## src/rtl/rf_wb_scheduler.sv

```systemverilog
// Register-file write-back scheduler: buffers M/E write requests in a small FIFO,
// drains one write per cycle, and tracks outstanding writes per register for RAW stalls.
module rf_wb_pend_cnt #(
  parameter int CNT_W = 2
) (
  input  logic             clk,
  input  logic             rst,
  input  logic             i_inc,
  input  logic             i_dec_a,
  input  logic             i_dec_b,
  output logic [CNT_W-1:0] o_cnt
);
  logic [CNT_W-1:0] r_cnt;
  logic [CNT_W:0]   w_up, w_dn, w_diff;
  logic [CNT_W-1:0] w_nxt;

  assign w_up   = {1'b0, r_cnt} + (CNT_W+1)'(i_inc);
  assign w_dn   = (CNT_W+1)'(i_dec_a) + (CNT_W+1)'(i_dec_b);
  assign w_diff = w_up - w_dn;

  // Net change of the cycle, clamped so the counter neither underflows nor wraps.
  always_comb begin
    w_nxt = '0;
    if (w_up > w_dn) w_nxt = w_diff[CNT_W] ? '1 : w_diff[CNT_W-1:0];
  end

  always_ff @(posedge clk) begin
    if (rst) r_cnt <= '0;
    else     r_cnt <= w_nxt;
  end

  assign o_cnt = r_cnt;
endmodule

module rf_wb_scheduler #(
  parameter int DATA_W = 32,
  parameter int DEPTH  = 4,
  parameter int CNT_W  = 2
) (
  input  logic                     clk,
  input  logic                     rst,
  input  logic                     rsv_valid,
  input  logic [2:0]               rsv_reg,
  output logic                     rsv_ready,
  input  logic                     m_valid,
  input  logic [2:0]               m_reg,
  input  logic [DATA_W-1:0]        m_data,
  output logic                     m_ready,
  input  logic                     e_valid,
  input  logic [2:0]               e_reg,
  input  logic [DATA_W-1:0]        e_data,
  output logic                     e_ready,
  input  logic [2:0]               q_srcA,
  input  logic [2:0]               q_srcB,
  output logic                     stall,
  output logic                     rf_we_,
  output logic [2:0]               rf_dst,
  output logic [DATA_W-1:0]        rf_data,
  output logic [$clog2(DEPTH):0]   fifo_count
);
  localparam int AW = $clog2(DEPTH);
  localparam int CW = AW + 1;

  typedef struct packed {
    logic [2:0]        dst;
    logic [DATA_W-1:0] data;
  } wb_ent_t;

  wb_ent_t          r_mem [DEPTH];
  logic [AW-1:0]    r_wptr, r_rptr;
  logic [CW-1:0]    r_count;
  logic             r_rf_we_;
  logic [2:0]       r_rf_dst;
  logic [DATA_W-1:0] r_rf_data;

  logic [CW-1:0]    w_free;
  logic             w_m_live;
  logic             w_m_acc, w_e_acc, w_m_enq, w_e_enq, w_coll, w_deq;
  logic [AW-1:0]    w_e_idx;
  logic [CNT_W-1:0] w_pend [8];

  // Space is judged on start-of-cycle occupancy only; a same-cycle pop never helps.
  assign w_free   = CW'(DEPTH) - r_count;
  assign w_m_live = m_valid && (m_reg != 3'd0);
  assign m_ready  = (m_reg == 3'd0) || (w_free >= CW'(1));
  assign e_ready  = (e_reg == 3'd0) ||
                    (w_m_live ? (w_free >= CW'(2)) : (w_free >= CW'(1)));

  assign w_m_acc = m_valid && m_ready;
  assign w_e_acc = e_valid && e_ready;
  assign w_m_enq = w_m_acc && (m_reg != 3'd0);
  assign w_coll  = w_m_enq && w_e_acc && (e_reg == m_reg);
  assign w_e_enq = w_e_acc && (e_reg != 3'd0) && !w_coll;
  assign w_deq   = (r_count != '0);
  assign w_e_idx = r_wptr + AW'(w_m_enq);

  always_ff @(posedge clk) begin
    if (w_m_enq) r_mem[r_wptr]  <= '{dst: m_reg, data: m_data};
    if (w_e_enq) r_mem[w_e_idx] <= '{dst: e_reg, data: e_data};
  end

  always_ff @(posedge clk) begin
    if (rst) begin
      r_wptr    <= '0;
      r_rptr    <= '0;
      r_count   <= '0;
      r_rf_we_  <= 1'b1;
      r_rf_dst  <= '0;
      r_rf_data <= '0;
    end else begin
      r_wptr  <= r_wptr + AW'(w_m_enq) + AW'(w_e_enq);
      r_count <= r_count + CW'(w_m_enq) + CW'(w_e_enq) - CW'(w_deq);
      if (w_deq) begin
        r_rptr    <= r_rptr + AW'(1);
        r_rf_we_  <= 1'b0;
        r_rf_dst  <= r_mem[r_rptr].dst;
        r_rf_data <= r_mem[r_rptr].data;
      end else begin
        r_rf_we_  <= 1'b1;
      end
    end
  end

  // Counters retire on the edge where the RF actually captures the strobe, so a
  // stalled reader sees the new value in the very cycle its stall drops.
  assign w_pend[0] = '0;
  for (genvar g = 1; g < 8; g++) begin : g_pend
    rf_wb_pend_cnt #(.CNT_W(CNT_W)) u_cnt (
      .clk     (clk),
      .rst     (rst),
      .i_inc   (rsv_valid && rsv_ready && (rsv_reg == 3'(g))),
      .i_dec_a (!r_rf_we_ && (r_rf_dst == 3'(g))),
      .i_dec_b (w_coll && (m_reg == 3'(g))),
      .o_cnt   (w_pend[g])
    );
  end

  assign rsv_ready = (w_pend[rsv_reg] != '1);
  assign stall     = ((q_srcA != 3'd0) && (w_pend[q_srcA] != '0)) ||
                     ((q_srcB != 3'd0) && (w_pend[q_srcB] != '0));

  assign rf_we_     = r_rf_we_;
  assign rf_dst     = r_rf_dst;
  assign rf_data    = r_rf_data;
  assign fifo_count = r_count;
endmodule

```

## config.mk

```make
export PLATFORM = sky130hd
export DESIGN_NAME = rf_wb_scheduler
export DESIGN_NICKNAME = d
export VERILOG_FILES = /design/src/rtl/rf_wb_scheduler.sv
export SDC_FILE = /design/constraint.sdc
export NUM_CORES = 1
export LEC_CHECK = 0
export CORE_AREA = 10 10 155 192
export DETAILED_ROUTE_END_ITERATION = 6
export DIE_AREA = 0 0 165 202
export PLACE_DENSITY = 0.72
export REMOVE_ABC_BUFFERS = 1
export SLEW_MARGIN = 30
export SYNTH_ARGS = -nofsm -noshare
export SYNTH_HDL_FRONTEND = slang
export SYNTH_SLANG_ARGS = --single-unit
```

## constraint.sdc

```tcl
create_clock -name clk -period 6.6 [get_ports clk]
set_clock_uncertainty 0.2 [all_clocks]
set_input_delay 1.32 -clock clk [delete_from_list [all_inputs] [get_ports clk]]
set_output_delay 1.32 -clock clk [all_outputs]
set_load 0.05 [all_outputs]
```

; After elaboration in Yosys (flattened, before gate mapping)
; Memory sizes are Yosys's and may differ from the RTL's. A register that Yosys moved wholly into a read port is not among the register bits.
; Index checks and enable logic that the tools add are counted.
[word_totals]
mem_bits_ro = 0
output_inout_bits = 43
reg_bits = 22
n_memories = 1
input_bits = 84
word_cells = 160
latch_bits = 0
mem_bits_rw = 140
[mem_list]
columns = name, words, width, read_ports, rd_clocked_by_memory_dff, wr, line
row1 = r_mem, 4, 35, 1, 1, 2, 69  ; wb_ent_t r_mem [DEPTH];
[op_classes]
multipliers = 0
n_bitwise = 10
reduce_logical = 53
mux = 22
n_div = 0
magnitude_cmp = 12
n_addsub = 28
shifts = 0
n_eq_ne = 23
[op_table]
columns = op, n
row1 = 3-bit == test (second input constant), 12
row2 = 1-bit logical AND, 32
row3 = 2-bit two-way mux, 13
row4 = 2-bit by 1-bit adder with 3-bit output, 7
row5 = 3-bit > comparator, 7
row6 = 3-bit subtractor, 7
row7 = 2-bit binary-select mux with 3-bit select, 3
row8 = 3-bit by 2-bit == test with 1-bit output (second input constant), 6
row9 = 3-bit nonzero test, 5
row10 = 1-bit by 1-bit adder with 2-bit output, 7
row11 = 2-bit OR reduction, 7
row12 = 4-bit greater-or-equal comparator (second input constant), 3
row13 = 3-bit inverter with 4-bit output, 3
row14 = 3-bit by 1-bit == test with 1-bit output (second input constant), 3
row15 = 1-bit inverter, 7
row16 = 3-bit by 1-bit adder with 3-bit output, 2
row17 = 3-bit zero test, 2
row18 = 1-bit two-way mux, 6
row19 = 2-bit by 1-bit adder with 2-bit output, 2
row20 = 2-bit nonzero test, 2
row21 = 3-bit == test, 1
row22 = 3-bit by 1-bit greater-or-equal comparator with 1-bit output (second input constant), 1
row23 = 3-bit by 2-bit greater-or-equal comparator with 1-bit output (second input constant), 1
row24 = 1-bit logical OR, 3
row25 = other kinds (5), 6

; Longest topological paths before layout
[depth]
ltp_word = 12
ltp_mapped = 15
ltp_nobuf = 14

; Modules after synthesis
; From an unflattened synthesis, not the netlist that was laid out.
[unflattened]
hier_cells = 773
area_unflattened_um2 = 10283.6
[by_module_without_submodules]
columns = mod, area_per_inst_um2, instances, cells_each, seq_area_each_um2
row1 = rf_wb_scheduler, 8917.3, 1, 640, 5064.9
row2 = rf_wb_pend_cnt, 195.2, 7, 19, 40.0

; Worst setup path after synthesis
; Ideal clock, no wire load.
[synth_path]
kind = register to register
startpoint = reg r_count[0], in the netlist fifo_count[0]
endpoint = mem r_mem[0][0] (netlist bit), enable pin
required_ns = 5.920
path_slack_ns = 1.388
synth_period_minus_slack_ns = 5.212
n_path_buf = 1
stages_incl_launch_ff = 8
setup_ns = 0.480
arrival_time_ns = 4.532
cell_sequence = dfxtp_1 -> inv_1 -> ha_1 -> ha_1 -> nor4b_2 -> or2_1 -> buf_4 -> o31ai_1
[synth_lines]
columns = element, line
row1 = "start, declared", 71  ; logic [CW-1:0] r_count;
row2 = "start signal, assigned", 112  ; r_count <= r_count + CW'(w_m_enq) + CW'(w_e_enq) - CW'(w_deq);
row3 = "end, declared", 69

; Worst setup path after layout
[layout_path]
startpoint = in m_reg[0]
endpoint = out e_ready
[layout_between]
elab_chain_cells = 4
[layout_lines]
columns = element, line
row1 = "start, declared", 46  ; input logic [2:0] m_reg,
row2 = 3-bit nonzero test, 84  ; assign w_m_live = m_valid && (m_reg != 3'd0);
row3 = 1-bit logical AND, 84
row4 = 1-bit two-way mux, 87  ; (w_m_live ? (w_free >= CW'(2)) : (w_free >= CW'(1)));
row5 = 1-bit logical OR, 86  ; assign e_ready = (e_reg == 3'd0) ||
row6 = "end, declared", 52  ; output logic e_ready,
; No other way between the ends.

==> flow_summary.json <==
{
  "dp_slack_ns": 1.214,
  "clock_sinks": 197,
  "cts_tree": "done",
  "ys.flop_type": "edfxtp_1",
  "cts_max_level": 4,
  "dp_hpwl_um": 16750,
  "synth.distinct_cells": 46,
  "finish.instance_area_sq_mm": 0.01266,
  "ant_nets": 0,
  "place_congestion": 0.7949,
  "die_h_um": 202,
  "fin_crit_sh_pct": 76.86,
  "cts-root-buf": "clkbuf_16",
  "fin_tns_setup_ns": 0,
  "hold_class": "flip-flop to flip-flop",
  "clk_latency_ns": 0.43,
  "async_reset_ff_share_pct": 0,
  "cp.arrival_ns": 3.55,
  "antenna_found_initial": 0,
  "clk_pin_slew_ns": 0.07,
  "grt_pass1_wl_um": 38550,
  "ys_ff_latch": 197,
  "drv_cap": 0,
  "drt_pass1_iterations": 4,
  "p_per_area_mw_per_mm2": 438.1,
  "grt_use_total_pct": 14.90,
  "layout.nets": 1022,
  "crit_start": "m_reg[0]",
  "core_sq_mm": 0.02593,
  "fmax_mhz": 197.1,
  "post_cts_resize_count": 0,
  "fin_hold_ws_ns": 0.2633,
  "layout_common_cells": "edfxtp_1 (140), clkdlybuf4s50_1 (125), nand2_1 (88)",
  "postCtsSetupBuffers": 0,
  "io_buffers": 126,
  "viasPerCell": 5.192,
  "avgSynthCellArea_sq_um": 13.56,
  "r2r_slack_ns": 2.17,
  "post_dp_cell_area_sq_mm": 0.01207,
  "cts_buffers": 17,
  "path_max_fanout": 11,
  "relSlewSlack_pct": 40.46,
  "wl_um": 24630,
  "crit_end": "e_ready",
  "grt_max_degree": 51,
  "ios": 127,
  "drc": 0,
  "leakagePower_nw": 4.660,
  "path_class": "input pin to primary output",
  "drv_slew": 0,
  "outcome": "finished clean",
  "rr_endpoint": "r_mem[0][10]",
  "drive_gt1_share_pct": 26.00,
  "rsz0062_at_grt": "no",
  "setup_viol": 0,
  "syn_inst": 774,
  "insertedDiodeCount": 0,
  "r2r_start": "fifo_count[0]",
  "avgRoutedWirePerCell_um": 19.86,
  "layout_commonest_cell": "edfxtp_1",
  "hold_viol": 0,
  "min_period_ns": 5.073,
  "cts_buffer_depth": 2,
  "irDropWorstVdd_v": 0.0002776,
  "grt_pass1_vias": 6923,
  "endpoint_kind": "primary output",
  "rows": 66,
  "setup_ws_ns": 1.527,
  "drt_iter0_drc": 413,
  "startpoint_type": "input pin",
  "ys_warn_count": 0,
  "vias": 6438,
  "fillerInstances": 2301,
  "ys_seq_area_share_pct": 50.92,
  "postCtsHoldBufs": 0,
  "die_w_um": 165,
  "area.growth.synth_to_final_pct": 20.60,
  "grt-ovfl-total": 0,
  "start_util_pct": 40.48,
  "dieArea_sq_mm": 0.03333,
  "cp_data_required_time_ns": 5.08,
  "synth_edf_count": 140,
  "max_slew.worst_pin.slew_ns": 0.8931,
  "reg2reg_depth": 12,
  "synth_area_sq_mm": 0.01050
}
## layer usage
metal	GRT usage [%]	share of wire (%)	vias up
li1	-	-	3053
met1	17.49	40	3204
met2	26.09	52	156
met3	3.660	5.7	25
met4	4.373	1.8	0
met5	0	0	-
## where the power goes
part | leakage (nW) | internal (mW) | switching (mW)
Combinational | 2.61 | 1.03 | 1.38
Clock | 0.283 | 0.558 | 0.489
Sequential | 1.76 | 1.87 | 0.220
## worst max-delay path, stage by stage
cell	delay, ns
clkdlybuf4s50_1	0.63
o31ai_4	0.34
mux2i_1	0.28
or2_2	0.16
clkdlybuf4s50_1	0.81
## final cells by class
type	count	area, sq um	area share (%)
Sequential cell	197	5350	42.26
Inverter	50	187.7	1.483
Clock buffer	20	457.9	3.617
Timing Repair Buffer	134	1323	10.45
Multi-Input combinational cell	487	4785	37.79
Tap cell	340	425.4	3.360
Clock inverter	12	131.4	1.038
## Yosys cell counts, drive strengths merged, types with 3 or more instances
| cell type | count | area, sq um |
|---|---|---|
| fa | 16 | 320.3 |
| inv | 50 | 187.7 |
| ha | 35 | 437.9 |
| nor2b | 3 | 18.77 |
| a21oi | 50 | 250.2 |
| nor3 | 10 | 50.05 |
| o21ai | 6 | 30.03 |
| nor2 | 35 | 131.4 |
| mux4 | 37 | 833.3 |
| xnor2 | 9 | 78.83 |
| nand3 | 8 | 40.04 |
| clkbuf | 13 | 48.80 |
| nand2 | 90 | 337.8 |
| edfxtp | 140 | 4204 |
| mux2 | 140 | 1794 |
| or2 | 3 | 18.77 |
| or3 | 3 | 18.77 |
| nand2b | 6 | 37.54 |
| a221o | 6 | 60.06 |
| buf | 27 | 186.4 |
| o31ai | 3 | 36.28 |
| xor2 | 7 | 61.31 |
| dfxtp | 57 | 1141 |
## cell families (layout without fill, tap and decap cells)
| family | count (synthesis) | after routing | share of synthesized area [%] |
|---|---|---|---|
| DFF | 197 | 197 | 50.92 |
| buffers and inverters | 90 | 216 | 4.029 |
| adders and majority gates | 51 | 51 | 7.223 |
| and+or+nand+nor | 167 | 167 | 6.937 |
| muxes | 179 | 179 | 25.22 |
| AOI/OAI and AO/OA | 74 | 74 | 4.339 |
| xor gates and xnor gates | 16 | 16 | 1.335 |
## per-stage QoR
stage          std cells  total power [mW]  util, %
2_1_floorplan        734             3.772        -
3_3_place_gp        1207             4.509    46.45
3_5_place_dp        1208             4.570    46.55
4_1_cts             1240             5.623    48.82
5_1_grt             1240             5.844    48.82
6_report            1240             5.546    48.82
## how the worst min path moves through the flow
| stage | slack (ns) | endpoint | cells past startpoint | start |
|---|---|---|---|---|
| floorplan | 0.49 | rf_data[0] | 2 | rf_data[0] |
| detailed placement | 0.25 | rf_data[13] | 2 | rf_data[13] |
| CTS | 0.26 | rf_data[13] | 2 | rf_data[13] |
| global route | 0.29 | rf_data[24] | 2 | rf_data[24] |
| finish | 0.26 | rf_data[13] | 2 | rf_data[13] |
| global placement | 0.25 | rf_data[2] | 2 | rf_data[2] |
## flip-flops by register name (all words and copies together), names as in the netlist
signal	cells
g_pend.u_cnt.o_cnt	14
r_mem	140
r_rptr	2
rf_we_	1
fifo_count	3
rf_data	32
rf_dst	3
r_wptr	2
(Power assumes the default switching activity.)
